**config.mk**
```make
export PLATFORM = sky130hd
export DESIGN_NAME = spatz_spm_partition_ctrl_flat
export DESIGN_NICKNAME = d
export VERILOG_FILES = /design/src/rtl/spatz_spm_partition_ctrl_pkg.sv /design/src/rtl/spatz_spm_partition_ctrl_if.sv /design/src/rtl/spatz_spm_partition_ctrl_cnt.sv /design/src/rtl/spatz_spm_partition_ctrl.sv /design/src/flat_wrapper.sv
export SDC_FILE = /design/constraint.sdc
export NUM_CORES = 1
export LEC_CHECK = 0
export ABC_CLOCK_PERIOD_IN_PS = 6400
export BUFFER_PORTS_ARGS = -buffer_cell sky130_fd_sc_hd__buf_2
export CAP_MARGIN = 10
export CELL_PAD_IN_SITES_DETAIL_PLACEMENT = 1
export CELL_PAD_IN_SITES_GLOBAL_PLACEMENT = 2
export CORE_MARGIN = 3
export CORE_UTILIZATION = 39
export DETAILED_ROUTE_END_ITERATION = 6
export PLACE_DENSITY = 0.94
export RECOVER_POWER = 50
export SETUP_SLACK_MARGIN = 0.4
export SLEW_MARGIN = 10
export SYNTH_ARGS = -nofsm -noshare
export SYNTH_HDL_FRONTEND = slang
export SYNTH_HIERARCHICAL = 1
export SYNTH_SLANG_ARGS = --single-unit
```
**constraint.sdc**
```tcl
create_clock -name clk_i -period 6.4 [get_ports clk_i]
set_input_delay 1.28 -clock clk_i [delete_from_list [all_inputs] [get_ports clk_i]]
set_output_delay 1.28 -clock clk_i [all_outputs]
set_load 0.02 [all_outputs]
```
**src/rtl/spatz_spm_partition_ctrl_pkg.sv**
```systemverilog
// rtl/spatz_spm_partition_ctrl_pkg.sv - shared state encoding and size check for the SPM partition controller
package spatz_partition_pkg;

  typedef enum logic [2:0] {
    IDLE,
    DRAIN,
    FLUSH_REQ,
    FLUSH_WAIT,
    COMMIT
  } part_state_e;

  // Granule must be a power of two so the low bits act as the alignment mask.
  function automatic logic size_is_valid(input logic [31:0] size,
                                         input logic [31:0] granule,
                                         input logic [31:0] l1_size);
    return ((size & (granule - 32'd1)) == 32'd0) && (size <= l1_size);
  endfunction

endpackage

```
**src/rtl/spatz_spm_partition_ctrl_if.sv**
```systemverilog
// rtl/spatz_spm_partition_ctrl_if.sv - CSR, core-port observation and cache-flush signals of the partition controller
interface spatz_spm_partition_ctrl_if #(
  parameter int NumIO     = 4,
  parameter int AddrWidth = 32
);
  logic                 cfg_valid_i;
  logic                 cfg_ready_o;
  logic [AddrWidth-1:0] cfg_spm_size_i;
  logic                 cfg_error_o;
  logic [AddrWidth-1:0] spm_size_o;
  logic                 busy_o;
  logic [NumIO-1:0]     req_valid_i;
  logic [NumIO-1:0]     req_ready_i;
  logic [NumIO-1:0]     rsp_valid_i;
  logic [NumIO-1:0]     gate_o;
  logic                 flush_valid_o;
  logic                 flush_ready_i;
  logic                 flush_done_i;

  modport slave (
    input  cfg_valid_i, cfg_spm_size_i, req_valid_i, req_ready_i, rsp_valid_i,
           flush_ready_i, flush_done_i,
    output cfg_ready_o, cfg_error_o, spm_size_o, busy_o, gate_o, flush_valid_o
  );

  modport master (
    output cfg_valid_i, cfg_spm_size_i, req_valid_i, req_ready_i, rsp_valid_i,
           flush_ready_i, flush_done_i,
    input  cfg_ready_o, cfg_error_o, spm_size_o, busy_o, gate_o, flush_valid_o
  );
endinterface

```
**src/rtl/spatz_spm_partition_ctrl_cnt.sv**
```systemverilog
// rtl/spatz_spm_partition_ctrl_cnt.sv - per-port outstanding request counter with full/zero flags
module spatz_outstanding_cnt #(
  parameter int MaxOutstanding = 8
) (
  input  logic i_clk,
  input  logic i_rst,
  input  logic i_inc,
  input  logic i_dec,
  output logic o_full,
  output logic o_zero
);
  localparam int CntW = $clog2(MaxOutstanding + 1);

  logic [CntW-1:0] r_cnt;

  always_ff @(posedge i_clk or posedge i_rst) begin
    if (i_rst) begin
      r_cnt <= '0;
    end else if (i_inc && !i_dec) begin
      r_cnt <= r_cnt + CntW'(1);
    end else if (i_dec && !i_inc && (r_cnt != '0)) begin
      r_cnt <= r_cnt - CntW'(1);
    end
  end

  assign o_full = (r_cnt == CntW'(MaxOutstanding));
  assign o_zero = (r_cnt == '0);

  // A response with nothing outstanding means the observed port is broken.
  a_no_underflow: assert property (@(posedge i_clk) disable iff (i_rst)
    !(i_dec && !i_inc && (r_cnt == '0)));

endmodule

```
**src/rtl/spatz_spm_partition_ctrl.sv**
```systemverilog
// rtl/spatz_spm_partition_ctrl.sv - validates a new SPM size, drains and gates core traffic,
// flushes the L1 cache, then commits the size to the address mapper.
module spatz_spm_partition_ctrl
  import spatz_partition_pkg::*;
#(
  parameter int                   NumIO          = 4,
  parameter int                   AddrWidth      = 32,
  parameter logic [AddrWidth-1:0] L1Size         = 32'h0002_0000,
  parameter logic [AddrWidth-1:0] Granule        = 32'h0000_1000,
  parameter logic [AddrWidth-1:0] DefaultSpmSize = 32'h0001_0000,
  parameter int                   MaxOutstanding = 8
) (
  input logic clk_i,
  input logic rst_i,
  spatz_spm_partition_ctrl_if.slave bus
);

  part_state_e          r_state;
  logic [AddrWidth-1:0] r_pending;
  logic [AddrWidth-1:0] r_spm;
  logic                 r_err;

  logic [NumIO-1:0]     w_full;
  logic [NumIO-1:0]     w_zero;
  logic                 w_cfg_hs;
  logic                 w_size_ok;
  logic                 w_busy;

  for (genvar j = 0; j < NumIO; j++) begin : g_cnt
    spatz_outstanding_cnt #(
      .MaxOutstanding(MaxOutstanding)
    ) u_cnt (
      .i_clk (clk_i),
      .i_rst (rst_i),
      .i_inc (bus.req_valid_i[j] & bus.req_ready_i[j]),
      .i_dec (bus.rsp_valid_i[j]),
      .o_full(w_full[j]),
      .o_zero(w_zero[j])
    );
  end

  assign w_cfg_hs  = bus.cfg_valid_i && (r_state == IDLE);
  assign w_size_ok = size_is_valid(32'(bus.cfg_spm_size_i), 32'(Granule), 32'(L1Size));
  assign w_busy    = (r_state != IDLE);

  always_ff @(posedge clk_i or posedge rst_i) begin
    if (rst_i) begin
      r_state   <= IDLE;
      r_pending <= DefaultSpmSize;
      r_spm     <= DefaultSpmSize;
      r_err     <= 1'b0;
    end else begin
      r_err <= 1'b0;
      unique case (r_state)
        IDLE: begin
          if (w_cfg_hs) begin
            if (!w_size_ok) begin
              r_err <= 1'b1;
            end else if (bus.cfg_spm_size_i != r_spm) begin
              r_pending <= bus.cfg_spm_size_i;
              r_state   <= DRAIN;
            end
          end
        end
        DRAIN: begin
          if (&w_zero) r_state <= FLUSH_REQ;
        end
        FLUSH_REQ: begin
          // A completion that arrives with the acceptance skips the wait state.
          if (bus.flush_ready_i) begin
            r_state <= bus.flush_done_i ? COMMIT : FLUSH_WAIT;
          end
        end
        FLUSH_WAIT: begin
          if (bus.flush_done_i) r_state <= COMMIT;
        end
        COMMIT: begin
          r_spm   <= r_pending;
          r_state <= IDLE;
        end
        default: r_state <= IDLE;
      endcase
    end
  end

  assign bus.cfg_ready_o   = (r_state == IDLE);
  assign bus.cfg_error_o   = r_err;
  assign bus.spm_size_o    = r_spm;
  assign bus.busy_o        = w_busy;
  assign bus.gate_o        = {NumIO{w_busy}} | w_full;
  assign bus.flush_valid_o = (r_state == FLUSH_REQ);

endmodule

```
**src/flat_wrapper.sv**
```systemverilog
// flat-port wrapper written by rule: the top's interface ports become plain ports
module spatz_spm_partition_ctrl_flat import spatz_partition_pkg::*;
#(
  parameter int                   NumIO          = 4,
  parameter int                   AddrWidth      = 32,
  parameter logic [AddrWidth-1:0] L1Size         = 32'h0002_0000,
  parameter logic [AddrWidth-1:0] Granule        = 32'h0000_1000,
  parameter logic [AddrWidth-1:0] DefaultSpmSize = 32'h0001_0000,
  parameter int                   MaxOutstanding = 8
)
  (clk_i, rst_i, bus_cfg_valid_i, bus_cfg_spm_size_i, bus_req_valid_i, bus_req_ready_i, bus_rsp_valid_i, bus_flush_ready_i, bus_flush_done_i, bus_cfg_ready_o, bus_cfg_error_o, bus_spm_size_o, bus_busy_o, bus_gate_o, bus_flush_valid_o);
  spatz_spm_partition_ctrl_if #(.NumIO(NumIO), .AddrWidth(AddrWidth)) bus_i ();
  input logic clk_i;
  input logic rst_i;
  input wire logic [$bits(bus_i.cfg_valid_i)-1:0] bus_cfg_valid_i;
  input wire logic [$bits(bus_i.cfg_spm_size_i)-1:0] bus_cfg_spm_size_i;
  input wire logic [$bits(bus_i.req_valid_i)-1:0] bus_req_valid_i;
  input wire logic [$bits(bus_i.req_ready_i)-1:0] bus_req_ready_i;
  input wire logic [$bits(bus_i.rsp_valid_i)-1:0] bus_rsp_valid_i;
  input wire logic [$bits(bus_i.flush_ready_i)-1:0] bus_flush_ready_i;
  input wire logic [$bits(bus_i.flush_done_i)-1:0] bus_flush_done_i;
  output wire logic [$bits(bus_i.cfg_ready_o)-1:0] bus_cfg_ready_o;
  output wire logic [$bits(bus_i.cfg_error_o)-1:0] bus_cfg_error_o;
  output wire logic [$bits(bus_i.spm_size_o)-1:0] bus_spm_size_o;
  output wire logic [$bits(bus_i.busy_o)-1:0] bus_busy_o;
  output wire logic [$bits(bus_i.gate_o)-1:0] bus_gate_o;
  output wire logic [$bits(bus_i.flush_valid_o)-1:0] bus_flush_valid_o;
  assign bus_i.cfg_valid_i = bus_cfg_valid_i;
  assign bus_i.cfg_spm_size_i = bus_cfg_spm_size_i;
  assign bus_i.req_valid_i = bus_req_valid_i;
  assign bus_i.req_ready_i = bus_req_ready_i;
  assign bus_i.rsp_valid_i = bus_rsp_valid_i;
  assign bus_i.flush_ready_i = bus_flush_ready_i;
  assign bus_i.flush_done_i = bus_flush_done_i;
  assign bus_cfg_ready_o = bus_i.cfg_ready_o;
  assign bus_cfg_error_o = bus_i.cfg_error_o;
  assign bus_spm_size_o = bus_i.spm_size_o;
  assign bus_busy_o = bus_i.busy_o;
  assign bus_gate_o = bus_i.gate_o;
  assign bus_flush_valid_o = bus_i.flush_valid_o;
  spatz_spm_partition_ctrl #(.NumIO(NumIO), .AddrWidth(AddrWidth), .L1Size(L1Size), .Granule(Granule), .DefaultSpmSize(DefaultSpmSize), .MaxOutstanding(MaxOutstanding)) u_core (.clk_i(clk_i), .rst_i(rst_i), .bus(bus_i));
endmodule
```
== Word-level counts from Yosys, hierarchy flattened ==
Cells that the tools add are included.

* Bits in writable memories: 0
* Memory bits (read-only): 0
* Bits in registers: 84
* Logic and storage cells: 96
* Output and inout bits: 40
* Latch bits: 0
* Memories: 0
* Input bits: 49

* Divide/modulo/power cells: 0
* Eq/ne operators: 15
* Shift-type cells: 0
* Reductions and logical operators: 40
* $add $sub $neg: 8
* Multipliers: 0
* Order comparisons: 1
* Bitwise operators: 5
* Muxes and demuxes: 19

{| class="wikitable"
|+ Operator list
! kind !! count
|-
| $le 32x18->1 const B || 1
|-
| $logic_not 32->1 || 1
|-
| $mux 4 || 8
|-
| $ne 32x32->1 || 1
|-
| $mux 3 || 7
|-
| $add 4x1->4 const B || 4
|-
| $eq 4x4->1 const B || 4
|-
| $logic_not 4->1 || 4
|-
| $reduce_bool 4->1 || 4
|-
| $sub 4x1->4 const B || 4
|-
| $logic_and 1x1->1 || 14
|-
| $pmux 3 s4 || 1
|-
| $logic_not 1->1 || 8
|-
| $ne 2x1->1 const B || 4
|-
| $reduce_and 4->1 || 2
|-
| $reduce_bool 2->1 || 4
|-
| $eq 3x2->1 const B || 2
|-
| $reduce_and 6->1 || 1
|-
| $and 1x1->1 || 4
|-
| $ne 2x2->1 const B || 2
|-
| $or 4x4->4 || 1
|-
| $eq 3x1->1 const B || 1
|-
| $eq 3x3->1 const B || 1
|-
| $logic_not 3->1 || 1
|-
| other kinds (2) || 4
|}

== Depth between registers and ports, before layout ==
Gate-level depths: netlist of run 1.

* Depth in word-level cells: 6
* Depth in mapped cells: 6

== Cells and area by module ==
The synthesis of run 1 kept the hierarchy.

{| class="wikitable"
|+ By module, submodules not included
! module !! seq. area each (um2) !! area an instance (um2) !! cells an instance !! instances
|-
| spatz_spm_partition_ctrl || 1704.1 || 2954.1 || 219 || 1
|-
| spatz_outstanding_cnt || 100.1 || 331.6 || 34 || 4
|}

== Worst setup path before layout of run 1 ==
OpenSTA, ideal clock, no wires.

* Kind: input port to flip-flop
* Start: input bus_req_valid_i[0]
* End: register u_core.g_cnt[0].u_cnt.r_cnt[3]
* Data arrival time: 2.769 ns
* Buffers on the path: 0
* Cell stages on the path: 6
* Setup slack: 3.492 ns
* Library setup time: 0.139 ns
* Required time: 6.261 ns
* Cell sequence: and2_1 > nand2b_1 > ha_1 > a21oi_1 > a221oi_1 > or4_1

* Longest elaborated chain between the ends: 5
* Elaborated cells between the ends (all ways): 7

{| class="wikitable"
|+ RTL lines
! what !! RTL line !! RTL
|-
| from (decl) || flat_wrapper.sv:17 || <nowiki>input wire logic [$bits(bus_i.req_valid_i)-1:0] bus_req_valid_i;</nowiki>
|-
| $and 1x1->1 (*) || spatz_spm_partition_ctrl.sv:35 || <nowiki>.i_inc (bus.req_valid_i[j] & bus.req_ready_i[j]),</nowiki>
|-
| $logic_not 1->1 || spatz_spm_partition_ctrl_cnt.sv:21 || <nowiki>end else if (i_dec && !i_inc && (r_cnt != '0)) begin</nowiki>
|-
| $logic_and 1x1->1 (2 in series) || spatz_spm_partition_ctrl_cnt.sv:21 ||
|-
| $reduce_bool 2->1 (no line) || -- ||
|-
| to (signal assigned) || spatz_spm_partition_ctrl_cnt.sv:20 || <nowiki>r_cnt <= r_cnt + CntW'(1);</nowiki>
|-
| to (signal assigned) || spatz_spm_partition_ctrl_cnt.sv:22 || <nowiki>r_cnt <= r_cnt - CntW'(1);</nowiki>
|-
| to (decl) || spatz_spm_partition_ctrl_cnt.sv:14 || <nowiki>logic [CntW-1:0] r_cnt;</nowiki>
|}

Mark *: on every way between the ends. The rest lies on a longest branch, timed or not.
A chain may end at the register's enable or synchronous reset.

== Worst setup path in the final report of run 1 ==
* Start: input bus_cfg_spm_size_i[3]
* End: register u_core.r_pending[17]

* Longest elaborated chain between the ends: 3
* Elaborated cells between the ends (all ways): 5

{| class="wikitable"
|+ RTL lines
! what !! RTL line !! RTL
|-
| from (decl) || flat_wrapper.sv:16 || <nowiki>input wire logic [$bits(bus_i.cfg_spm_size_i)-1:0] bus_cfg_spm_size_i;</nowiki>
|-
| $le 32x18->1 or $logic_not 32->1 (tied branches) || spatz_spm_partition_ctrl_pkg.sv:16 || <nowiki>return ((size & (granule - 32'd1)) == 32'd0) && (size <= l1_size);</nowiki>
|-
| $logic_and 1x1->1 || spatz_spm_partition_ctrl_pkg.sv:16 ||
|-
| $reduce_and 4->1 (no line) (*) || -- ||
|-
| to (signal assigned) || spatz_spm_partition_ctrl.sv:49 || <nowiki>r_pending <= DefaultSpmSize;</nowiki>
|-
| to (signal assigned) || spatz_spm_partition_ctrl.sv:60 || <nowiki>r_pending <= bus.cfg_spm_size_i;</nowiki>
|-
| to (decl) || spatz_spm_partition_ctrl.sv:19 || <nowiki>logic [AddrWidth-1:0] r_pending;</nowiki>
|}

Marked as above.

==> flow_summary.toml, run 1 <==
[global_route]
grt_pass1_wl_um = 17480
grt_usage_pct = 17.33
grt_overflow = 0
grt_max_degree = 69
antenna_found_initial = 0
grt_pass1_vias = 3406

[floorplan]
initial_core_util_pct = 40.73
ios = 89
dieArea_mm2 = 0.01227
core_mm2 = 0.01051
rows = 37
die_y_um = 110.8
die_w_um = 110.8

[sta]
finalMaxSlewViolations = 33
tns_ns = 0
finalCritPeriodShare_pct = 49.36
fmax_ghz = 0.3166
fin_skew_ns = 0.01351
slew_headroom_pct = -26.06
worst_pin_slew_ns = 1.891
finalSetupViolations = 0
finalCriticalPeriod_ns = 3.159
finalHoldViolCount = 0
rsz0062_at_grt = "false"

[drt]
post_drt_wl_per_cell_um = 17.83
drc_errors = 0
m1WireLength_um = 4525
drt_wl_total_um = 10560
met3_length_um = 360
num_vias = 3137
vias_per_cell = 5.299
first_iter_violations = 125
ant_nets = 0
top_layer = "met4"
dr.pass1.iters = 4
wl_met2_um = 5520

[final_layout]
area_growth_pct = 18.94
num_antenna_cells = 0
fin_util_pct = 48.45
layout.nets = 512
drive_gt1_share_pct = 35.75
final_area_mm2 = 0.005091
layout.cells.non_filler = 592

[critical_path]
arrival_ns = 3.39
crit_required_ns = 6.63
start_kind = "input pin"
worst-r2r-cell-count = 3
critPathCaptureType = "register"
worstSetupPathType = "input pin to register"
critPathMaxFanout = 25

[clock_network]
cts_tree = "done"
clk_pin_slew_ns = 0.08
clock-sinks = 84
cts_resized = 0
cts-htree-levels = 3
cts_setup_buffers = 0
clock_path_buffers = 2
clock-root-buffer = "clkbuf_8"
insertion_delay_ns = 0.35
cts_made_buffers = 9
ctsHoldBuffers = 0

[synthesis]
synth_top_area_share_pct = 47.94
ys_types = 41
ys.flop_type = "dfrtp_1"
syn_nets = 416
ys_ff_latch = 84
yosysSeqAreaShare_pct = 49.17
yosys-top-cells-area = "dfrtp_1 48%, mux2_2 8.9%, xor2_1 7.4%"
syn-cell-area_mm2 = 0.004280
synth_commonest_cells = "82 x dfrtp_1, 36 x xor2_1, 34 x mux2_2"
ys_async_sr_fraction_pct = 100.0
ys.warnings.count = 6
avgSynthCellArea_um2 = 12.06
syn_inst = 355
synth_edf_count = 0
synth_top_cell_by_area = "dfrtp_1"
synth_most_common_cell = "dfrtp_1"

[power_and_ir_drop]
peakVddDrop_mv = 0.1656
p_clk_share_pct = 26.4
p_sw_w = 0.0005342
p_leak_nw = 2.620
power_frac_seq_pct = 44.2
combPwrFrac_pct = 29.3
swShare_pct = 34.63
intPower_w = 0.001008
power.density_mw_per_mm2 = 303.0

[placed_design]
place.gp.congestion = 0.8427
dpl_cell_area_mm2 = 0.004885
dp.final_hpwl_um = 8257
placed_cells = 576
portBuffers = 88

[hold_path]
min_path_cells = 1
hp-class = "register to register"

[status]
failed_checks = "max-capacitance violations, max-slew violations"
status = "finished, violations left"

[job]
cap_violations = 1
## worst max-delay path: stages
cell and delay [ns]:
buf_2 0.11, xor2_1 0.17, nor4_1 0.36, nand4_1 0.22
o2111ai_2 0.53, buf_4 0.35, mux2_2 0.36
## layout make-up
class | count | area, µm²
inverter | 19 | 71.32
tap | 136 | 170.2
multi-input combinational | 246 | 2071
timing repair buffer | 91 | 457.9
sequential | 84 | 2105
fill | 1156 | 5418
clock inverter | 6 | 88.84
clock buffer | 10 | 127.6
## cell usage in the layout, fill, tap and decap left out, types with 5 or more instances in the layout
| cell type | n |
|---|---|
| dfrtp_1 | 82 |
| o21ai_0 | 5 |
| nand2b_1 | 12 |
| nor4_1 | 11 |
| buf_2 | 87 |
| nor2_1 | 5 |
| nand2_1 | 6 |
| mux2_2 | 33 |
| ha_1 | 8 |
| clkbuf_8 | 9 |
| a211oi_1 | 6 |
| and2_1 | 28 |
| nor4_2 | 7 |
| nor3_1 | 5 |
| mux2_1 | 5 |
| a21oi_1 | 8 |
| xor2_1 | 36 |
| nand3_1 | 9 |
| inv_1 | 18 |
| and2_2 | 6 |
## sequential cells by signal (all words and copies together) (netlist names)
signal and cells:
u_core/r_pending 32, u_core/r_state 3, u_core/g_cnt.u_cnt/r_cnt 16, u_core/bus.cfg_error_o 1
u_core/bus.spm_size_o 32
## routing by layer
metal  track usage [%]  up-vias
met5                 0        -
met4             4.844        0
met3             3.002       14
met2             30.83       56
met1             21.62     1595
li1                  -     1472
## worst paths after layout
path / from / end / slack (ns)
setup / recovery: bus_cfg_spm_size_i[3] / u_core/r_pending[17] / 3.24
hold / removal: u_core/r_pending[11] / u_core/r_pending[11] / 0.49
setup reg to reg: u_core/r_state[2] / u_core/bus.spm_size_o[22] / 3.76
hold reg to reg: u_core/r_pending[11] / u_core/r_pending[11] / 0.49
max in group asynchronous: rst_i / u_core/r_pending[19] / 4.59
min in group asynchronous: rst_i / u_core/g_cnt[3].u_cnt/r_cnt[2] / 0.90
## metrics by stage
step	hold slack, ns	power (W)	setup WS [ns]
CTS	0.4921	0.001564	3.272
global route	0.5077	0.001656	3.072
finish	0.4871	0.001543	3.241
floorplan	0.4474	0.0009950	3.412
global placement	0.4638	0.001114	2.978
detailed placement	0.4662	0.001149	2.896
## cells by family (layout without fill, tap and decap cells)
group / Yosys count / after routing / synth area share [%]
and+or+nand+nor: 109 / 109 / 16.84
DFF: 84 / 84 / 49.17
muxes: 46 / 46 / 12.34
AOI/OAI and AO/OA: 43 / 43 / 7.629
xor gates and xnor gates: 36 / 36 / 7.366
buffers and inverters: 25 / 126 / 2.455
adders and majority gates: 12 / 12 / 4.209
## power by group through the flow
stage	Clock (W)	Combinational [W]	Sequential (W)
2_1_floorplan	0	0.000325	0.000670
3_3_place_gp	0	0.000426	0.000688
3_5_place_dp	0	0.000455	0.000694
4_1_cts	0.000421	0.000459	0.000683
5_1_grt	0.000443	0.000517	0.000696
6_report	0.000408	0.000453	0.000682
No activity file was read; power rests on OpenSTA's default activity.
==> run 2, diff against run 1 <==
--- a/config.mk
+++ b/config.mk
@@ -5,15 +5,15 @@
 export SDC_FILE = /design/constraint.sdc
 export NUM_CORES = 1
 export LEC_CHECK = 0
-export ABC_CLOCK_PERIOD_IN_PS = 6400
+export ABC_CLOCK_PERIOD_IN_PS = 2710
 export BUFFER_PORTS_ARGS = -buffer_cell sky130_fd_sc_hd__buf_2
 export CAP_MARGIN = 10
 export CELL_PAD_IN_SITES_DETAIL_PLACEMENT = 1
 export CELL_PAD_IN_SITES_GLOBAL_PLACEMENT = 2
 export CORE_MARGIN = 3
-export CORE_UTILIZATION = 39
+export CORE_UTILIZATION = 32
 export DETAILED_ROUTE_END_ITERATION = 6
-export PLACE_DENSITY = 0.94
+export PLACE_DENSITY = 0.84
 export RECOVER_POWER = 50
 export SETUP_SLACK_MARGIN = 0.4
 export SLEW_MARGIN = 10
==> constraint.sdc (replaced) <==
create_clock -name clk_i -period 2.71 [get_ports clk_i]
set_input_delay 0.542 -clock clk_i [delete_from_list [all_inputs] [get_ports clk_i]]
set_output_delay 0.542 -clock clk_i [all_outputs]
set_load 0.02 [all_outputs]
==> run 2 against run 1 <==
The run now ends clean. Global-route usage fell by 1.6 points. Clock power rose to 3.1 times the previous value. Count of clock-buffer cells in the layout unchanged. Routed wire length rose by 4.1%. Cell count is 6.6% higher. Sequential share of layout area decreased by 1.2 points. Setup slack got worse by 2.8 ns.
==> flow_summary.toml, run 2 (synthesized netlist as in run 1, its figures left out) <==
[status]
status = "complete, no violations"

[clock_network]
cts_setup_buffers = 0
clock-root-buffer = "clkbuf_16"
cts_tree = "done"
insertion_delay_ns = 0.33
clock-sinks = 84
clock_path_buffers = 2
clk_pin_slew_ns = 0.06
cts_resized = 1
ctsHoldBuffers = 0
cts-htree-levels = 3
cts_made_buffers = 9

[critical_path]
start_kind = "input pin"
worstSetupPathType = "input pin to register"
critPathCaptureType = "register"
crit_required_ns = 2.93
worstPathCellList = "buf_2, nor4_1, nand4_1, a211oi_1, o2111ai_2, buf_4, mux2_4"
max_stage_delay_ns = 0.46
crit_slowest_cell = "a211oi_1"
critPathMaxFanout = 7
worst-r2r-cell-count = 6
arrival_ns = 2.48

[final_layout]
multi_input_comb_area_mm2 = 0.002064
area_growth_pct = 22.48
layout.nets = 515
layout_commonest_cell = "dfrtp_1"
mostFrequentLayoutCells = "82 x dfrtp_1, 71 x buf_2, 36 x xor2_1, 34 x mux2_2, 28 x and2_1"
register_area_mm2 = 0.002105
fillers = 1444
final_area_mm2 = 0.005243
drive_gt1_share_pct = 33.12
num_antenna_cells = 0

[floorplan]
dieArea_mm2 = 0.01480
rows = 41
ios = 89
core_mm2 = 0.01282
die_y_um = 121.7
die_w_um = 121.7
initial_core_util_pct = 33.38

[global_route]
antenna_found_initial = 0
grt_max_degree = 40
grt_pass1_vias = 3444
grt_pass1_wl_um = 18290
grt_overflow = 0
grt_usage_pct = 15.76

[placed_design]
dp.final_hpwl_um = 8554
dp_slack_ns = 0.1616
portBuffers = 88
place.gp.congestion = 0.7964
dpl_cell_area_mm2 = 0.004965

[power_and_ir_drop]
p_sw_w = 0.001327
power.density_mw_per_mm2 = 752.3
p_clk_share_pct = 32.0
power_frac_seq_pct = 40.7
intPower_w = 0.002617
p_leak_nw = 2.619
swShare_pct = 33.65
combPwrFrac_pct = 27.3
peakVddDrop_mv = 0.2630

[sta]
hold-worst-slack_ns = 0.1743
tns_ns = 0
fmax_ghz = 0.4426
worst_slack_ns = 0.4505
fin_skew_ns = 0.006189
worst_pin_slew_ns = 1.268
finalHoldViolCount = 0
finalCritPeriodShare_pct = 83.38
rsz0062_at_grt = "false"
finalCriticalPeriod_ns = 2.259
finalSetupViolations = 0
finalMaxSlewViolations = 0
slew_headroom_pct = 15.36

[drt]
first_iter_violations = 98
post_drt_wl_per_cell_um = 17.42
dr.pass1.iters = 4
vias_per_cell = 4.971
ant_nets = 0
drt_wl_total_um = 10990
drc_errors = 0
num_vias = 3137

[hold_path]
hp-class = "input pin to asynchronous set/reset pin"

[job]
cap_violations = 0
-- run 2: cell count changes in the layout (fill, tap and decap cells not counted), sizes merged --
| cell | delta |
|---|---|
| clkinv | -2 |
| buf | -12 |
| bufinv | -1 |
| inv | +3 |
| clkbuf | +15 |
-- run 2: layout make-up --
type / count / area share [%]
sequential: 84 / 40.14
multi-input combinational: 246 / 39.38
timing repair buffer: 94 / 9.093
clock buffer: 10 / 4.558
tap: 172 / 4.105
clock inverter: 6 / 1.360
inverter: 19 / 1.360
-- run 2: path summary, 6_finish.rpt --
kind	start	to	slack, ns
min reg2reg	u_core/r_pending[21]	u_core/r_pending[21]	0.48
max reg2reg	u_core/bus.spm_size_o[23]	u_core/r_pending[12]	0.54
min	rst_i	u_core/g_cnt[0].u_cnt/r_cnt[3]	0.17
max in group asynchronous	rst_i	u_core/r_pending[16]	1.18
max	bus_cfg_spm_size_i[4]	u_core/r_pending[12]	0.45
min in group clk_i	bus_flush_done_i	u_core/r_state[1]	0.43
-- run 2: power by group through the flow --
stage          sequential, W  clock (W)  combinational, W
2_1_floorplan        0.00158          0          0.000768
3_3_place_gp         0.00163          0           0.00102
3_5_place_dp         0.00164          0           0.00109
4_1_cts              0.00162    0.00131           0.00110
5_1_grt              0.00164    0.00137           0.00124
6_report             0.00161    0.00126           0.00107
-- run 2: worst max-delay path: cells and delay by family --
| family | cells | cell delay, ns |
|---|---|---|
| and+or+nand+nor | 2 | 0.57 |
| buffers and inverters | 2 | 0.35 |
| AOI/OAI and AO/OA | 2 | 0.70 |
| muxes | 1 | 0.31 |
-- run 2: layer usage --
| layer | GRT usage (%) | share of wire [%] | vias up |
|---|---|---|---|
| li1 | - | - | 1474 |
| met2 | 27.56 | 52 | 47 |
| met1 | 19.76 | 44 | 1608 |
| met5 | 0 | 0 | - |
| met4 | 3.922 | 1.0 | 0 |
| met3 | 3.575 | 2.9 | 8 |
-- run 2: stage by stage --
step,util (%),power [W],std cells
after floorplan,-,0.002350,355
after global placement,38.71,0.002651,615
after detailed placement,38.71,0.002730,615
after CTS,41.18,0.004023,631
after global routing,40.88,0.004253,631
final,40.88,0.003944,631
==> run 3, diff against run 2 <==
--- a/config.mk
+++ b/config.mk
@@ -5,15 +5,15 @@
 export SDC_FILE = /design/constraint.sdc
 export NUM_CORES = 1
 export LEC_CHECK = 0
-export ABC_CLOCK_PERIOD_IN_PS = 2710
+export ABC_CLOCK_PERIOD_IN_PS = 2100
 export BUFFER_PORTS_ARGS = -buffer_cell sky130_fd_sc_hd__buf_2
 export CAP_MARGIN = 10
 export CELL_PAD_IN_SITES_DETAIL_PLACEMENT = 1
 export CELL_PAD_IN_SITES_GLOBAL_PLACEMENT = 2
 export CORE_MARGIN = 3
-export CORE_UTILIZATION = 32
+export CORE_UTILIZATION = 36
 export DETAILED_ROUTE_END_ITERATION = 6
-export PLACE_DENSITY = 0.84
+export PLACE_DENSITY = 0.89
 export RECOVER_POWER = 50
 export SETUP_SLACK_MARGIN = 0.4
 export SLEW_MARGIN = 10
==> constraint.sdc (replaced) <==
create_clock -name clk_i -period 2.1 [get_ports clk_i]
set_input_delay 0.42 -clock clk_i [delete_from_list [all_inputs] [get_ports clk_i]]
set_output_delay 0.42 -clock clk_i [all_outputs]
set_load 0.02 [all_outputs]
==> run 3 against run 2 <==
Routed wire length up 19%. Count of clock-buffer cells in the layout down 1. Clock power up 40%. Non-clock buffer count up 50. Total power up 71%. Largest cell class is now multi-input gates.
==> flow_summary.toml, run 3 (synthesized netlist as in run 1, its figures left out) <==
[global_route]
grt_pass1_wl_um = 20080
grt_overflow = 0
antenna_found_initial = 0
grt_usage_pct = 19.45
grt_pass1_vias = 3713
grt_max_degree = 33

[drt]
num_vias = 3400
post_drt_wl_per_cell_um = 20.02
dr.pass1.iters = 4
first_iter_violations = 163
drc_errors = 0
ant_nets = 0
drt_wl_total_um = 13060
vias_per_cell = 5.215

[critical_path]
crit_required_ns = 2.33
arrival_ns = 2.33
start_kind = "register"
critPathMaxFanout = 4
worstSetupPathType = "register to register"
critPathCaptureType = "register"

[power_and_ir_drop]
intPower_w = 0.004367
p_leak_nw = 3.036
p_total_w = 0.006754
power_frac_seq_pct = 31.8
peakVddDrop_mv = 0.4449
p_sw_w = 0.002388
p_clk_share_pct = 26.2
swShare_pct = 35.35
power.density_mw_per_mm2 = 1072
combPwrFrac_pct = 42.0

[placed_design]
dp_slack_ns = -0.1314
dp.final_hpwl_um = 8739
dpl_cell_area_mm2 = 0.005214
portBuffers = 88
placed_cells = 600
place.gp.congestion = 0.8604

[floorplan]
initial_core_util_pct = 37.17
core_mm2 = 0.01152
rows = 39
dieArea_mm2 = 0.01323
die_y_um = 115.0
die_w_um = 115.0
ios = 89

[final_layout]
fin_util_pct = 54.70
final_area_mm2 = 0.006300
layout.cells.non_filler = 652
drive_gt1_share_pct = 60.12
fillers = 1174
layout_commonest_cell = "buf_2"
layout.nets = 565
area_growth_pct = 47.18
mostFrequentLayoutCells = "77 x buf_2, 50 x dfrtp_1, 35 x buf_4, 34 x xor2_1"
num_antenna_cells = 0

[clock_network]
cts_made_buffers = 9
clock-sinks = 84
clock_path_buffers = 2
insertion_delay_ns = 0.35
cts-htree-levels = 3
clk_pin_slew_ns = 0.07
cts_tree = "done"
clock-root-buffer = "clkbuf_16"

[sta]
finalMaxSlewViolations = 0
finalCritPeriodShare_pct = 99.91
finalCriticalPeriod_ns = 2.098
fin_skew_ns = 0.006817
slew_headroom_pct = 18.69
worst_slack_ns = 0.001829
worst_pin_slew_ns = 1.213
rsz0062_at_grt = "true"
finalSetupViolations = 0
finalHoldViolCount = 0
fmax_ghz = 0.4766

[job]
cap_violations = 0

[status]
status = "complete, no violations"

[hold_path]
hp-class = "input pin to asynchronous set/reset pin"
[run 3: cell types whose count changed in the layout (fill, tap and decap cells not counted), sizes merged]
cell and change:
buf +59, clkbuf -10, bufinv +1, clkinvlp -1, inv +1
[run 3: cell type report]
type / instances / area, µm² / area share, %
well taps: 143 / 178.9 / 2.840
inverters: 19 / 72.57 / 1.152
clock buffers: 9 / 225.2 / 3.575
flip-flops and latches: 84 / 2145 / 34.04
repair buffers: 144 / 988.4 / 15.69
clock inverters: 7 / 106.4 / 1.688
multi-input cells: 246 / 2584 / 41.01
[run 3: worst max-delay path, stage by stage (launching register included)]
cell and delay [ns]:
dfrtp_2 0.43, xor2_2 0.15, nor4_2 0.34, buf_4 0.17, nand4_1 0.11, o2111ai_2 0.28
buf_6 0.19, mux2_4 0.30
[run 3: final timing paths]
| kind | slack [ns] | cells past startpoint | end | start |
|---|---|---|---|---|
| setup / recovery | 0.002 | 7 | u_core/r_pending[17] | u_core/bus.spm_size_o[31] |
| hold / removal | 0.10 | 2 | u_core/g_cnt[1].u_cnt/r_cnt[3] | rst_i |
| setup reg to reg | 0.002 | 7 | u_core/r_pending[17] | u_core/bus.spm_size_o[31] |
| hold reg to reg | 0.48 | 1 | u_core/r_pending[19] | u_core/r_pending[19] |
| max in group asynchronous | 0.35 | 3 | u_core/bus.spm_size_o[24] | rst_i |
| min in group clk_i | 0.29 | 2 | u_core/r_state[1] | bus_flush_done_i |
[run 3: power groups by stage]
stage                     Combinational (W)  Sequential (W)  Clock [W]
after floorplan                     0.00111         0.00207          0
after global placement              0.00145         0.00212          0
after detailed placement            0.00156         0.00214          0
after CTS                           0.00221         0.00206    0.00181
after global routing                0.00306         0.00218    0.00187
final                               0.00283         0.00215    0.00177
[run 3: stage by stage]
stage,setup TNS [ns],hold slack [ns]
5_1_grt,-0.7308,0.1074
4_1_cts,0,0.03474
3_5_place_dp,-1.221,0.4036
2_1_floorplan,0,0.1861
3_3_place_gp,-0.3443,0.3845
6_report,0,0.1013
[run 3: routing by layer]
metal | global-route usage [%] | part of all wire [%] | up-vias | wire length (µm)
met1 | 22.91 | 40 | 1745 | 5285
met2 | 35.57 | 54 | 58 | 7105
met5 | 0 | 0 | - | 0
li1 | - | - | 1578 | -
met3 | 4.105 | 3.1 | 19 | 404
met4 | 5.556 | 2.0 | 0 | 261
[run 3: timing repair]
item	4_1_cts	5_1_grt
pin swaps	17	19
resized for setup	60	54
cloned	0	1
setup endpoints to repair	45	51
buffers inserted	22	13
hold buffers	0	0
